[config.mk]
export PLATFORM = sky130hd
export DESIGN_NAME = pc_unit_flat
export DESIGN_NICKNAME = d
export VERILOG_FILES = /design/src/rtl/pc_unit_if.sv /design/src/rtl/pc_unit.sv /design/src/flat_wrapper.sv
export SDC_FILE = /design/constraint.sdc
export NUM_CORES = 1
export LEC_CHECK = 0
export ABC_AREA = 1
export BUFFER_PORTS_ARGS = -buffer_cell sky130_fd_sc_hd__buf_2
export CORE_UTILIZATION = 45
export DETAILED_ROUTE_END_ITERATION = 8
export PLACE_DENSITY = 0.74
export SYNTH_ARGS = -nofsm -noshare
export SYNTH_HDL_FRONTEND = slang
export SYNTH_SLANG_ARGS = --single-unit
[constraint.sdc]
create_clock -name clk -period 5.05 [get_ports clk]
set_input_delay 0.505 -clock clk [delete_from_list [all_inputs] [get_ports clk]]
set_output_delay 0.505 -clock clk [all_outputs]
set_load 0.01 [all_outputs]
[src/rtl/pc_unit_if.sv]
// Request/status bundle for pc_unit: the control side drives the requests, pc_unit drives the PC state.
interface pc_unit_if #(
   parameter int WIDTH = 32
);
   logic             stall;
   logic             redir_valid;
   logic [WIDTH-1:0] redir_target;
   logic             exc_req;
   logic             eret;
   logic [WIDTH-1:0] pc;
   logic [WIDTH-1:0] epc;
   logic             pend;
   logic             misalign;

   modport master (
      output stall, redir_valid, redir_target, exc_req, eret,
      input  pc, epc, pend, misalign
   );

   modport slave (
      input  stall, redir_valid, redir_target, exc_req, eret,
      output pc, epc, pend, misalign
   );
endinterface

[src/rtl/pc_unit.sv]
// Program counter with exception entry/return and a one-deep redirect buffer for stalled cycles.
// Optional misaligned-redirect trapping is enabled by defining PC_ALIGN_CHECK_EN.
module pc_unit #(
   parameter int               WIDTH     = 32,
   parameter logic [WIDTH-1:0] RESET_VEC = 32'h00400000,
   parameter logic [WIDTH-1:0] EXC_VEC   = 32'h00400004,
   parameter int unsigned      STEP      = 4
) (
   input  logic       clk,
   input  logic       rst,
   pc_unit_if.slave   bus
);

   typedef enum logic {
      IDLE = 1'b0,
      PEND = 1'b1
   } buf_state_e;

   buf_state_e       state_q, state_d;
   logic [WIDTH-1:0] pc_q, pc_d;
   logic [WIDTH-1:0] epc_q, epc_d;
   logic [WIDTH-1:0] buf_q, buf_d;
   logic [WIDTH-1:0] target;
   logic             apply;
   logic             misalign_d;

   always_comb begin
      // NOTE: every always_comb output gets a default first so no path leaves it unassigned (no latch).
      pc_d       = pc_q + WIDTH'(STEP);
      epc_d      = epc_q;
      buf_d      = buf_q;
      state_d    = state_q;
      target     = bus.redir_target;
      apply      = 1'b0;
      misalign_d = 1'b0;

      if (bus.exc_req) begin
         epc_d   = pc_q;
         pc_d    = EXC_VEC;
         buf_d   = '0;
         state_d = IDLE;
      end else if (bus.eret) begin
         pc_d    = epc_q;
         buf_d   = '0;
         state_d = IDLE;
      end else if (bus.redir_valid && !bus.stall) begin
         apply   = 1'b1;
         buf_d   = '0;
         state_d = IDLE;
      end else if (state_q == PEND && !bus.stall) begin
         target  = buf_q;
         apply   = 1'b1;
         buf_d   = '0;
         state_d = IDLE;
      end else if (bus.stall) begin
         pc_d = pc_q;
         if (bus.redir_valid) begin
            buf_d   = bus.redir_target;
            state_d = PEND;
         end
      end

      if (apply) begin
`ifdef PC_ALIGN_CHECK_EN
         // A misaligned target traps instead of fetching; the bad address is reported through epc.
         if (target[1:0] != 2'b00) begin
            pc_d       = EXC_VEC;
            epc_d      = target;
            misalign_d = 1'b1;
         end else begin
            pc_d = target;
         end
`else
         pc_d = target;
`endif
      end
   end

   always_ff @(posedge clk or posedge rst) begin
      // NOTE: state registers use non-blocking assignments so all of them update together at the edge.
      if (rst) begin
         // NOTE: the buffer is reset too, so a redirect captured before reset can never resurface.
         pc_q    <= RESET_VEC;
         epc_q   <= '0;
         buf_q   <= '0;
         state_q <= IDLE;
      end else begin
         pc_q    <= pc_d;
         epc_q   <= epc_d;
         buf_q   <= buf_d;
         state_q <= state_d;
      end
   end

`ifdef PC_ALIGN_CHECK_EN
   logic misalign_q;

   always_ff @(posedge clk or posedge rst) begin
      if (rst) misalign_q <= 1'b0;
      else     misalign_q <= misalign_d;
   end

   assign bus.misalign = misalign_q;
`else
   assign bus.misalign = 1'b0;
`endif

   assign bus.pc   = pc_q;
   assign bus.epc  = epc_q;
   assign bus.pend = (state_q == PEND);

endmodule

[src/flat_wrapper.sv]
// flat-port wrapper written by rule: the top's interface ports become plain ports
module pc_unit_flat 
#(
   parameter int               WIDTH     = 32,
   parameter logic [WIDTH-1:0] RESET_VEC = 32'h00400000,
   parameter logic [WIDTH-1:0] EXC_VEC   = 32'h00400004,
   parameter int unsigned      STEP      = 4
)
  (clk, rst, bus_stall, bus_redir_valid, bus_redir_target, bus_exc_req, bus_eret, bus_pc, bus_epc, bus_pend, bus_misalign);
  pc_unit_if #(.WIDTH(WIDTH)) bus_i ();
  input  logic clk;
  input  logic rst;
  input wire logic [$bits(bus_i.stall)-1:0] bus_stall;
  input wire logic [$bits(bus_i.redir_valid)-1:0] bus_redir_valid;
  input wire logic [$bits(bus_i.redir_target)-1:0] bus_redir_target;
  input wire logic [$bits(bus_i.exc_req)-1:0] bus_exc_req;
  input wire logic [$bits(bus_i.eret)-1:0] bus_eret;
  output wire logic [$bits(bus_i.pc)-1:0] bus_pc;
  output wire logic [$bits(bus_i.epc)-1:0] bus_epc;
  output wire logic [$bits(bus_i.pend)-1:0] bus_pend;
  output wire logic [$bits(bus_i.misalign)-1:0] bus_misalign;
  assign bus_i.stall = bus_stall;
  assign bus_i.redir_valid = bus_redir_valid;
  assign bus_i.redir_target = bus_redir_target;
  assign bus_i.exc_req = bus_exc_req;
  assign bus_i.eret = bus_eret;
  assign bus_pc = bus_i.pc;
  assign bus_epc = bus_i.epc;
  assign bus_pend = bus_i.pend;
  assign bus_misalign = bus_i.misalign;
  pc_unit #(.WIDTH(WIDTH), .RESET_VEC(RESET_VEC), .EXC_VEC(EXC_VEC), .STEP(STEP)) u_core (.clk(clk), .rst(rst), .bus(bus_i));
endmodule
==> results_dict.tcl <==
set metrics [dict create \
    outcome "finished with violations" \
    violations "DRC" \
    drv_slew 0 \
    drt-initial-drc-count 427 \
    initial_core_util_pct 46.17 \
    final.min_clock_period_ns 2.301 \
    grt_pass1_vias 5021 \
    synth_edf_count 0 \
    cts.htree.levels 3 \
    diodes 0 \
    reg2reg_to "u_core.bus.pc[5]$_DFFE_PP0P_" \
    clock_latency_ns 0.34 \
    via_per_inst 5.290 \
    syn_nets 829 \
    cp.required_ns 5.28 \
    fillers 1201 \
    cap_violations 0 \
    cts_buffer_depth 2 \
    async_flop_share_pct 100.0 \
    drt-pass1-iter-count 7 \
    io_pins 104 \
    r2r-start "u_core.bus.pend$_DFFE_PP0P_" \
    cts_tree "yes" \
    cp-end-kind "flip-flop" \
    rsz0062_at_grt "false" \
    ff2ff_path_depth 9 \
    wire_per_inst_um 14.93 \
    root_buffer "clkbuf_16" \
    synth.most_common_cell "nand2_1" \
    worstSetupPathType "input pin to flip-flop" \
    antenna_found_initial 0 \
    power_leakage_nw 3.125 \
    postCtsHoldBufs 0 \
    hold_viol 0 \
    netlist_instances 790 \
    fin_worst_skew_ns 0.005041 \
    utilization_pct 53.35 \
    grt_pass1_wl_um 25430 \
    nets 909 \
    rows 40 \
    gp_congestion 0.9416 \
    synth_area_mm2 0.005545 \
    multiInputGateArea_mm2 0.002481 \
    cts.sinks 97 \
    drt_wl_total_um 15250 \
    numCtsBuffers 9 \
    die-area_mm2 0.01277 \
    overflow 0 \
    drtAntennaViolNets 0 \
    die-height_um 113.0 \
    cp_max_fo 55 \
    yosys.area.top_type "dfrtp_1" \
    ys.flop_type "dfrtp_1" \
    ys_ff_latch 97 \
    r2r_slack_ns 2.93 \
    hpwlAfterDp_um 10780 \
    fmax_mhz 434.6 \
    seq_area_frac_synth_pct 43.80 \
    setup_viol 0 \
    drive_above_1_share_pct 15.89 \
    p_per_area_mw_per_mm2 311.8 \
    worst_pin_slew_ns 1.145 \
    hp-class "input pin to asynchronous set/reset pin" \
    seqCellArea_mm2 0.002429 \
    yosys-top-cells-count "168 x nand2_1, 115 x inv_1, 98 x o21ai_0, 96 x dfrtp_1, 95 x nor2_1" \
    synth_area_leaders "dfrtp_1 43%, nand2_1 11%, o21ai_0 8.8%" \
    slew_headroom_pct 23.47 \
    ir_worst_vdd_mv 0.1490 \
    io_buffers 102 \
    area_growth_pct 15.57 \
    core_area_mm2 0.01201 \
    ys_warn_count 0 \
    timing.final.crit_share_pct 45.57 \
    cts_setup_buffers 0 \
    post-route-drc-count 2 \
    grt.total_usage_pct 25.34 \
    setup_tns_ns 0 \
    die_width_um 113.0 \
    cts_resized 0 \
    via_count 5406 \
    grt_max_degree 56 \
    avgSynthCellArea_um2 7.019 \
    clkTransAtPathRegs_ns 0.07 \
    netlist.area_leader.share_pct 43.32 \
    synth_cell_types 31 \
    cp.arrival_ns 2.54 \
    cp-start-kind "input pin" \
]
==> worst max-delay path, stage by stage <==
cell     delay [ns]
buf_2          0.46
nor2_4         0.13
inv_2          0.17
nor2_8         0.11
inv_2          0.68
o21ai_0        0.23
a21oi_1        0.19
nor2_1         0.05
==> metrics by stage <==
step	setup WS (ns)	hold slack (ns)	instances	total power, W	cell area (µm²)
after floorplan	2.013	0.4969	790	0.001124	5545
after global placement	2.507	0.4814	1006	0.001264	6087
after detailed placement	2.367	0.4838	1006	0.001269	6087
after CTS	2.725	0.2832	1022	0.002010	6409
after global routing	2.498	0.3176	1022	0.002095	6409
final	2.749	0.2580	1022	0.001998	6409
==> how the worst max path moves through the flow <==
stage / end / cells after the start / from / slack, ns
2_1_floorplan: u_core.buf_q[0]$_DFFE_PP0P_ / 1 / rst / 2.01
3_3_place_gp: u_core.bus.pc[17]$_DFFE_PP0P_ / 9 / bus_exc_req / 2.51
3_5_place_dp: u_core.buf_q[25]$_DFFE_PP0P_ / 5 / bus_exc_req / 2.37
4_1_cts: u_core.buf_q[25]$_DFFE_PP0P_ / 5 / bus_exc_req / 2.72
5_1_grt: u_core.bus.pc[19]$_DFFE_PP0P_ / 9 / bus_exc_req / 2.50
6_report: u_core.bus.pc[18]$_DFFE_PP0P_ / 8 / bus_eret / 2.75
==> cells by family (layout without fill, tap and decap cells) <==
kind of cell	Yosys count	after routing	share of synthesized area, %
flip-flops	97	97	43.80
adder cells (fa/ha/maj)	1	1	0.2256
AO/OA/AOI/OAI	192	192	18.14
other	1	1	0.06762
XOR/XNOR	5	5	0.7897
buffers and inverters	157	242	11.46
AND/OR/NAND/NOR	337	337	25.52
==> state kept, by name, indices dropped and copies added (netlist names) <==
name / count
u_core.buf_q: 32
u_core.bus.epc: 32
u_core.bus.pc: 32
u_core.bus.pend: 1
==> cell usage in the layout (no fill, tap or decap), types with 7 or more instances in the layout <==
| master | netlist | layout |
|---|---|---|
| dfrtp_1 | 96 | 96 |
| nand3_1 | 61 | 61 |
| o21ai_1 | 20 | 20 |
| o211ai_1 | 7 | 7 |
| clkbuf_16 | 0 | 9 |
| a21oi_1 | 48 | 48 |
| nor2_1 | 95 | 95 |
| o22ai_1 | 12 | 12 |
| o21ai_0 | 98 | 98 |
| inv_1 | 115 | 114 |
| nand2_1 | 168 | 168 |
| buf_2 | 10 | 102 |
==> report_power, final <==
| part | switching (W) | internal [W] | leakage [nW] |
|---|---|---|---|
| combinational | 0.000212 | 0.000121 | 1.69 |
| clock | 0.000296 | 0.000447 | 0.159 |
| sequential | 0.0000793 | 0.000844 | 1.27 |
| total | 0.000586 | 0.00141 | 3.12 |
==> area by class of cell <==
| type | instances | share of cell area, % |
|---|---|---|
| flip-flops and latches | 97 | 37.90 |
| well taps | 147 | 2.870 |
| inverters | 120 | 7.068 |
| multi-input cells | 536 | 38.72 |
| clock inverters | 5 | 1.230 |
| clock buffers | 11 | 3.788 |
| repair buffers | 106 | 8.434 |
==> layer usage <==
metal / vias up / GRT usage [%] / routed length, µm
li1: 2688 / - / -
met1: 2518 / 36.75 / 7255
met2: 185 / 37.83 / 6625
met3: 15 / 5.035 / 1124
met4: 0 / 8.684 / 250
met5: - / 0 / 0
(Power assumes the default switching activity.)
